<file path="config.mk">
export PLATFORM = sky130hd
export DESIGN_NAME = keypad_scanner
export DESIGN_NICKNAME = d
export VERILOG_FILES = /design/src/rtl/keypad_pkg.sv /design/src/rtl/keypad_tick_gen.sv /design/src/rtl/keypad_scanner.sv
export SDC_FILE = /design/constraint.sdc
export NUM_CORES = 1
export LEC_CHECK = 0
export ABC_AREA = 1
export CORE_MARGIN = 2
export CORE_UTILIZATION = 45
export DETAILED_ROUTE_END_ITERATION = 10
export MAX_ROUTING_LAYER = met4
export PLACE_DENSITY = 0.66
export SLEW_MARGIN = 10
export SYNTH_ARGS = -nofsm -noshare
export SYNTH_HDL_FRONTEND = slang
export SYNTH_SLANG_ARGS = --single-unit
</file>
<file path="constraint.sdc">
create_clock -name clk -period 2.53 [get_ports clk]
set_input_delay 0.506 -clock clk [delete_from_list [all_inputs] [get_ports clk]]
set_output_delay 0.506 -clock clk [all_outputs]
set_load 0.03 [all_outputs]
</file>
<file path="src/rtl/keypad_pkg.sv">
// ---------------------------------------------------------------------------
// keypad_pkg
//   Shared definitions for the 4x4 matrix keypad scanner:
//     - state_t            : scanner FSM states
//     - KEY_TABLE          : hex code for each key, indexed by {row, column}
//     - DEFAULT_SCAN_DIV   : default clk cycles per column dwell
//     - DEFAULT_DB_COUNT   : default dwell ticks needed to accept press/release
//     - lowest_low_row()   : priority pick of the lowest active-low row
// ---------------------------------------------------------------------------
package keypad_pkg;

  localparam int DEFAULT_SCAN_DIV = 1000;
  localparam int DEFAULT_DB_COUNT = 4;

  typedef enum logic [1:0] {
    ST_SCAN     = 2'd0,
    ST_DEBOUNCE = 2'd1,
    ST_HELD     = 2'd2,
    ST_RELEASE  = 2'd3
  } state_t;

  // Index is {row[1:0], column[1:0]}. Row 3 carries '*' as E and '#' as F.
  localparam logic [3:0] KEY_TABLE [16] = '{
    4'h1, 4'h2, 4'h3, 4'hA,
    4'h4, 4'h5, 4'h6, 4'hB,
    4'h7, 4'h8, 4'h9, 4'hC,
    4'hE, 4'h0, 4'hF, 4'hD
  };

  // Rows are active-low; when several keys in one column are down the
  // lowest-numbered row wins.
  function automatic logic [1:0] lowest_low_row(input logic [3:0] rows);
    logic [1:0] idx;
    if (!rows[0])      idx = 2'd0;
    else if (!rows[1]) idx = 2'd1;
    else if (!rows[2]) idx = 2'd2;
    else               idx = 2'd3;
    return idx;
  endfunction

endpackage

</file>
<file path="src/rtl/keypad_tick_gen.sv">
// ---------------------------------------------------------------------------
// keypad_tick_gen
//   Free-running divider producing a one-cycle scan tick every SCAN_DIV clocks.
//   The counter wraps SCAN_DIV-1 -> 0 and tick is high while it sits at
//   SCAN_DIV-1, so the first tick after reset lands on the SCAN_DIV-th edge.
// Ports:
//   clk   in  system clock
//   rst_n in  synchronous active-low reset
//   tick  out one-cycle pulse, once per SCAN_DIV cycles
// ---------------------------------------------------------------------------
module keypad_tick_gen
  import keypad_pkg::*;
#(
  parameter int SCAN_DIV = DEFAULT_SCAN_DIV
) (
  input  logic clk,
  input  logic rst_n,
  output logic tick
);

  localparam int CW = (SCAN_DIV > 1) ? $clog2(SCAN_DIV) : 1;
  localparam logic [CW-1:0] LAST = CW'(SCAN_DIV - 1);

  logic [CW-1:0] count;

  always_ff @(posedge clk) begin
    if (!rst_n)             count <= '0;
    else if (count == LAST) count <= '0;
    else                    count <= count + CW'(1);
  end

  assign tick = (count == LAST);

endmodule

</file>
<file path="src/rtl/keypad_scanner.sv">
// ---------------------------------------------------------------------------
// keypad_scanner
//   Scans a 4x4 active-low matrix keypad one column per dwell period,
//   debounces press and release over DB_COUNT dwell ticks, and presents the
//   accepted key as a hex code with a valid/acknowledge handshake.
// Ports:
//   clk         in  system clock
//   rst_n       in  synchronous active-low reset
//   row_i[3:0]  in  keypad rows, active-low, asynchronous to clk
//   col_o[3:0]  out column drive, exactly one bit low
//   key_o[3:0]  out hex code of the last accepted key
//   key_valid_o out key_o holds an unacknowledged key
//   key_ack_i   in  consumer acknowledge (pulse or level)
//   overrun_o   out one-cycle pulse: new key accepted over an unacked one
// ---------------------------------------------------------------------------
module keypad_scanner
  import keypad_pkg::*;
#(
  parameter int SCAN_DIV = DEFAULT_SCAN_DIV,
  parameter int DB_COUNT = DEFAULT_DB_COUNT
) (
  input  logic       clk,
  input  logic       rst_n,
  input  logic [3:0] row_i,
  output logic [3:0] col_o,
  output logic [3:0] key_o,
  output logic       key_valid_o,
  input  logic       key_ack_i,
  output logic       overrun_o
);

  localparam int DBW = $clog2(DB_COUNT + 1);
  localparam logic [DBW-1:0] DB_LAST = DBW'(DB_COUNT - 1);

  logic [3:0]     row_meta;
  logic [3:0]     rs;
  logic           tick;

  state_t         state, state_next;
  logic [1:0]     col_idx, col_next;
  logic [1:0]     row_idx, row_next;
  logic [DBW-1:0] count, count_next;
  logic           accept;
  logic [3:0]     accept_code;

  keypad_tick_gen #(
    .SCAN_DIV (SCAN_DIV)
  ) u_tick_gen (
    .clk   (clk),
    .rst_n (rst_n),
    .tick  (tick)
  );

  // Rows come straight from the keypad; resetting to all-high means
  // "no key" so nothing is detected until real samples arrive.
  always_ff @(posedge clk) begin
    if (!rst_n) begin
      row_meta <= 4'hF;
      rs       <= 4'hF;
    end else begin
      row_meta <= row_i;
      rs       <= row_meta;
    end
  end

  // State register together with the column/row/count it steers.
  always_ff @(posedge clk) begin
    if (!rst_n) begin
      state   <= ST_SCAN;
      col_idx <= 2'd0;
      row_idx <= 2'd0;
      count   <= '0;
    end else begin
      state   <= state_next;
      col_idx <= col_next;
      row_idx <= row_next;
      count   <= count_next;
    end
  end

  // Next-state logic. Everything only moves on a scan tick; the column is
  // frozen from detection until the release has been debounced, so the key
  // being watched stays driven the whole time.
  always_comb begin
    state_next = state;
    col_next   = col_idx;
    row_next   = row_idx;
    count_next = count;
    accept     = 1'b0;
    if (tick) begin
      case (state)
        ST_SCAN: begin
          if (rs == 4'hF) begin
            col_next = col_idx + 2'd1;
          end else begin
            row_next   = lowest_low_row(rs);
            count_next = DBW'(1);
            if (DB_COUNT == 1) begin
              accept     = 1'b1;
              state_next = ST_HELD;
            end else begin
              state_next = ST_DEBOUNCE;
            end
          end
        end
        ST_DEBOUNCE: begin
          if (!rs[row_idx]) begin
            count_next = count + DBW'(1);
            if (count == DB_LAST) begin
              accept     = 1'b1;
              state_next = ST_HELD;
            end
          end else begin
            state_next = ST_SCAN;
            col_next   = col_idx + 2'd1;
          end
        end
        ST_HELD: begin
          if (rs == 4'hF) begin
            count_next = DBW'(1);
            if (DB_COUNT == 1) begin
              state_next = ST_SCAN;
              col_next   = col_idx + 2'd1;
            end else begin
              state_next = ST_RELEASE;
            end
          end
        end
        ST_RELEASE: begin
          if (rs == 4'hF) begin
            count_next = count + DBW'(1);
            if (count == DB_LAST) begin
              state_next = ST_SCAN;
              col_next   = col_idx + 2'd1;
            end
          end else begin
            state_next = ST_HELD;
          end
        end
        default: begin
          state_next = ST_SCAN;
        end
      endcase
    end
  end

  // Output logic: a single low bit on the current column.
  always_comb begin
    col_o       = ~(4'b0001 << col_idx);
    accept_code = KEY_TABLE[{row_next, col_idx}];
  end

  // Key handshake. An accept always wins over an ack in the same cycle, so
  // the fresh key is never lost; overrun only flags a key that displaced an
  // unacknowledged one.
  always_ff @(posedge clk) begin
    if (!rst_n) begin
      key_o       <= 4'h0;
      key_valid_o <= 1'b0;
      overrun_o   <= 1'b0;
    end else begin
      overrun_o <= accept & key_valid_o & ~key_ack_i;
      if (accept) begin
        key_o       <= accept_code;
        key_valid_o <= 1'b1;
      end else if (key_ack_i) begin
        key_valid_o <= 1'b0;
      end
    end
  end

endmodule

</file>
==> impl_metrics.env <==
export IMPL_drive_gt1_share_pct=16.9
export IMPL_ys_seq_area_share_pct=39.4
export IMPL_grt_use_total_pct=16.8
export IMPL_die_x_um=65.0
export IMPL_grt_pass1_vias=1281
export IMPL_drc=0
export IMPL_setup_violations=0
export IMPL_pin_count=17
export IMPL_ir_worst_vdd_uv=416
export IMPL_post_drt_wl_per_cell_um=10.4
export IMPL_ys_types=28
export IMPL_power_density_nw_per_um2=576
export IMPL_design_area_um2=2020
export IMPL_worst_pin_slew_ns=0.453
export IMPL_cts_setup_buffers=0
export IMPL_hold_class="flip-flop to flip-flop"
export IMPL_synthXorXnorAreaFrac_pct=0
export IMPL_drv_cap=0
export IMPL_wirelength_um=3000
export IMPL_yosys_area_share_adder_pct=6.72
export IMPL_initialDrtViolationCount=53
export IMPL_synth_top_area_share_pct=39.4
export IMPL_arrival_ns=1.82
export IMPL_htreeDepth=2
export IMPL_slew_violations=0
export IMPL_port_buffer_count=16
export IMPL_power_mw=1.16
export IMPL_clk_latency_ns=0.29
export IMPL_required_ns=2.02
export IMPL_synth_edf_count=0
export IMPL_cpMostUsedCell="inv_1"
export IMPL_gr_total_overflow=0
export IMPL_cts_buffers=5
export IMPL_fp_dieH_um=65.0
export IMPL_ys_ff_latch=33
export IMPL_grt_first_pass_wirelength_um=5400
export IMPL_grt_start_max_net_pins=17
export IMPL_rsz0062_at_grt="false"
export IMPL_status="complete, no violations"
export IMPL_synth_top_cells_by_area="dfxtp_1, inv_1, nand2_1, ha_1, nor2_1"
export IMPL_syn2layout_area_growth_pct=20.5
export IMPL_row_count=22
export IMPL_fin_ws_ns=0.208
export IMPL_design_die_area_um2=4230
export IMPL_synth_compound_area_share_pct=12.3
export IMPL_min_period_ns=2.32
export IMPL_nets=257
export IMPL_cts_sinks=33
export IMPL_ys_top_cells_by_count="dfxtp_1, inv_1, nand2_1, nor2_1, nand3_1"
export IMPL_critPathMaxStageDelay_ns=0.66
export IMPL_syn_area_per_cell_um2=7.62
export IMPL_syn_num_nets=236
export IMPL_cp_cell_sequence="inv_1, ha_1, inv_1, clkdlybuf4s50_1"
export IMPL_holdWs_ns=0.411
export IMPL_synthMuxAreaShare_pct=0
export IMPL_antenna_found_initial=0
export IMPL_n_antenna_cell=0
export IMPL_placed_area_um2=1880
export IMPL_synthFlopType="dfxtp_1"
export IMPL_fin_tns_setup_ns=0
export IMPL_clk_pin_slew_ns=0.06
export IMPL_synth_top_area_cell="dfxtp_1"
export IMPL_via_per_inst=4.80
export IMPL_hold_buffers=0
export IMPL_cts_resized=0
export IMPL_core_area_um2=3610
export IMPL_async_flop_share_pct=0
export IMPL_cp_max_fo=8
export IMPL_dr_pass1_iters=4
export IMPL_dp_cells=282
export IMPL_start_kind="flip-flop"
export IMPL_fin_cells=290
export IMPL_power_leakage_nw=0.870
export IMPL_cts_tree="built"
export IMPL_path_class="flip-flop to output port"
export IMPL_fmax_ghz=0.431
export IMPL_syn_cell_area_um2=1680
export IMPL_synthCells=220
export IMPL_ff2ff_setup_slack_ns=0.84
export IMPL_synth_top_family_by_area="simple AND/OR/NAND/NOR gates"
export IMPL_timing_final_crit_share_pct=91.8
export IMPL_relSlewSlack_pct=69.7
export IMPL_cts_buffer_depth=2
export IMPL_utilization_pct=56.0
export IMPL_yosys_warnings=0
export IMPL_ant_nets=0
export IMPL_crit_path_top_delay_cell="clkdlybuf4s50_1"
export IMPL_vias=1393
export IMPL_yosys_cell_count_top_type="dfxtp_1"
export IMPL_initial_utilization_pct=46.5
export IMPL_clock_skew_ns=0.00728
export IMPL_dp_hpwl_um=2250
export IMPL_synth_simple_area_share_pct=32.8
export IMPL_hold_viol=0
export IMPL_cts_root_buf="clkbuf_8"
export IMPL_pre_cts_ws_ns=0.520
export IMPL_worstSetupEndpointType="output port"
export IMPL_place_congestion=0.792
## layout make-up
cell class              instances  area [um2]
multi-input cells             150         868
clock inverters                 3        65.1
flip-flops and latches         33         661
fillers                       352        1590
repair buffers                 17         168
well taps                      48        60.1
inverters                      34         128
clock buffers                   5        68.8
## state kept, by name (all words and copies together) (netlist names)
name	count
state	2
col_idx	2
u_tick_gen.count	10
rs	4
row_idx	2
key_o	4
row_meta	4
key_valid_o	1
overrun_o	1
count	3
## cells in the final DEF (no fill, tap or decap), drive strengths merged
cell type / count
clkbuf: 5
bufinv: 2
nand3b: 1
a21oi: 16
nor3: 2
clkinv: 1
a211oi: 1
nand3: 19
o21ai: 15
buf: 1
nor2: 35
or2: 8
o221a: 1
nand2: 37
nand4: 4
o211a: 1
inv: 34
ha: 9
dfxtp: 33
clkdlybuf4s50: 16
o21a: 1
## final timing paths
kind | startpoint | end | cells past startpoint
worst max-delay path | col_idx[0]$_SDFFE_PN0P_ | col_o[0] | 4
worst min-delay path | row_meta[0]$_SDFF_PN1_ | rs[0]$_SDFF_PN1_ | 1
worst max register to register | state[0]$_SDFFE_PN0P_ | key_o[0]$_SDFFE_PN0P_ | 9
worst min register to register | row_meta[0]$_SDFF_PN1_ | rs[0]$_SDFF_PN1_ | 1
## cells by family (layout without fill, tap and decap cells)
group | count (synthesis) | after routing
buf+inv | 37 | 59
simple gates | 106 | 106
fa+ha+maj | 9 | 9
compound gates | 35 | 35
flops | 33 | 33
## power by group
part	switching, mW	internal [mW]
clock	0.190	0.391
sequential	0.00538	0.529
combinational	0.0258	0.0217
## metal layers
metal | track usage (%) | part of all wire (%) | vias to the layer above
met1 | 19.2 | 46 | 625
met2 | 28.1 | 49 | 21
met3 | 4.86 | 4.0 | 4
met5 | - | 0 | -
li1 | - | - | 743
met4 | 6.25 | 1.0 | 0
## critical path, delay by kind of cell (launching register included)
| family | cells | cell delay (ns) |
|---|---|---|
| buffers and inverters | 3 | 0.90 |
| flip-flops | 1 | 0.38 |
| adder cells (fa/ha/maj) | 1 | 0.26 |
Power figures use the tool's default switching activity.
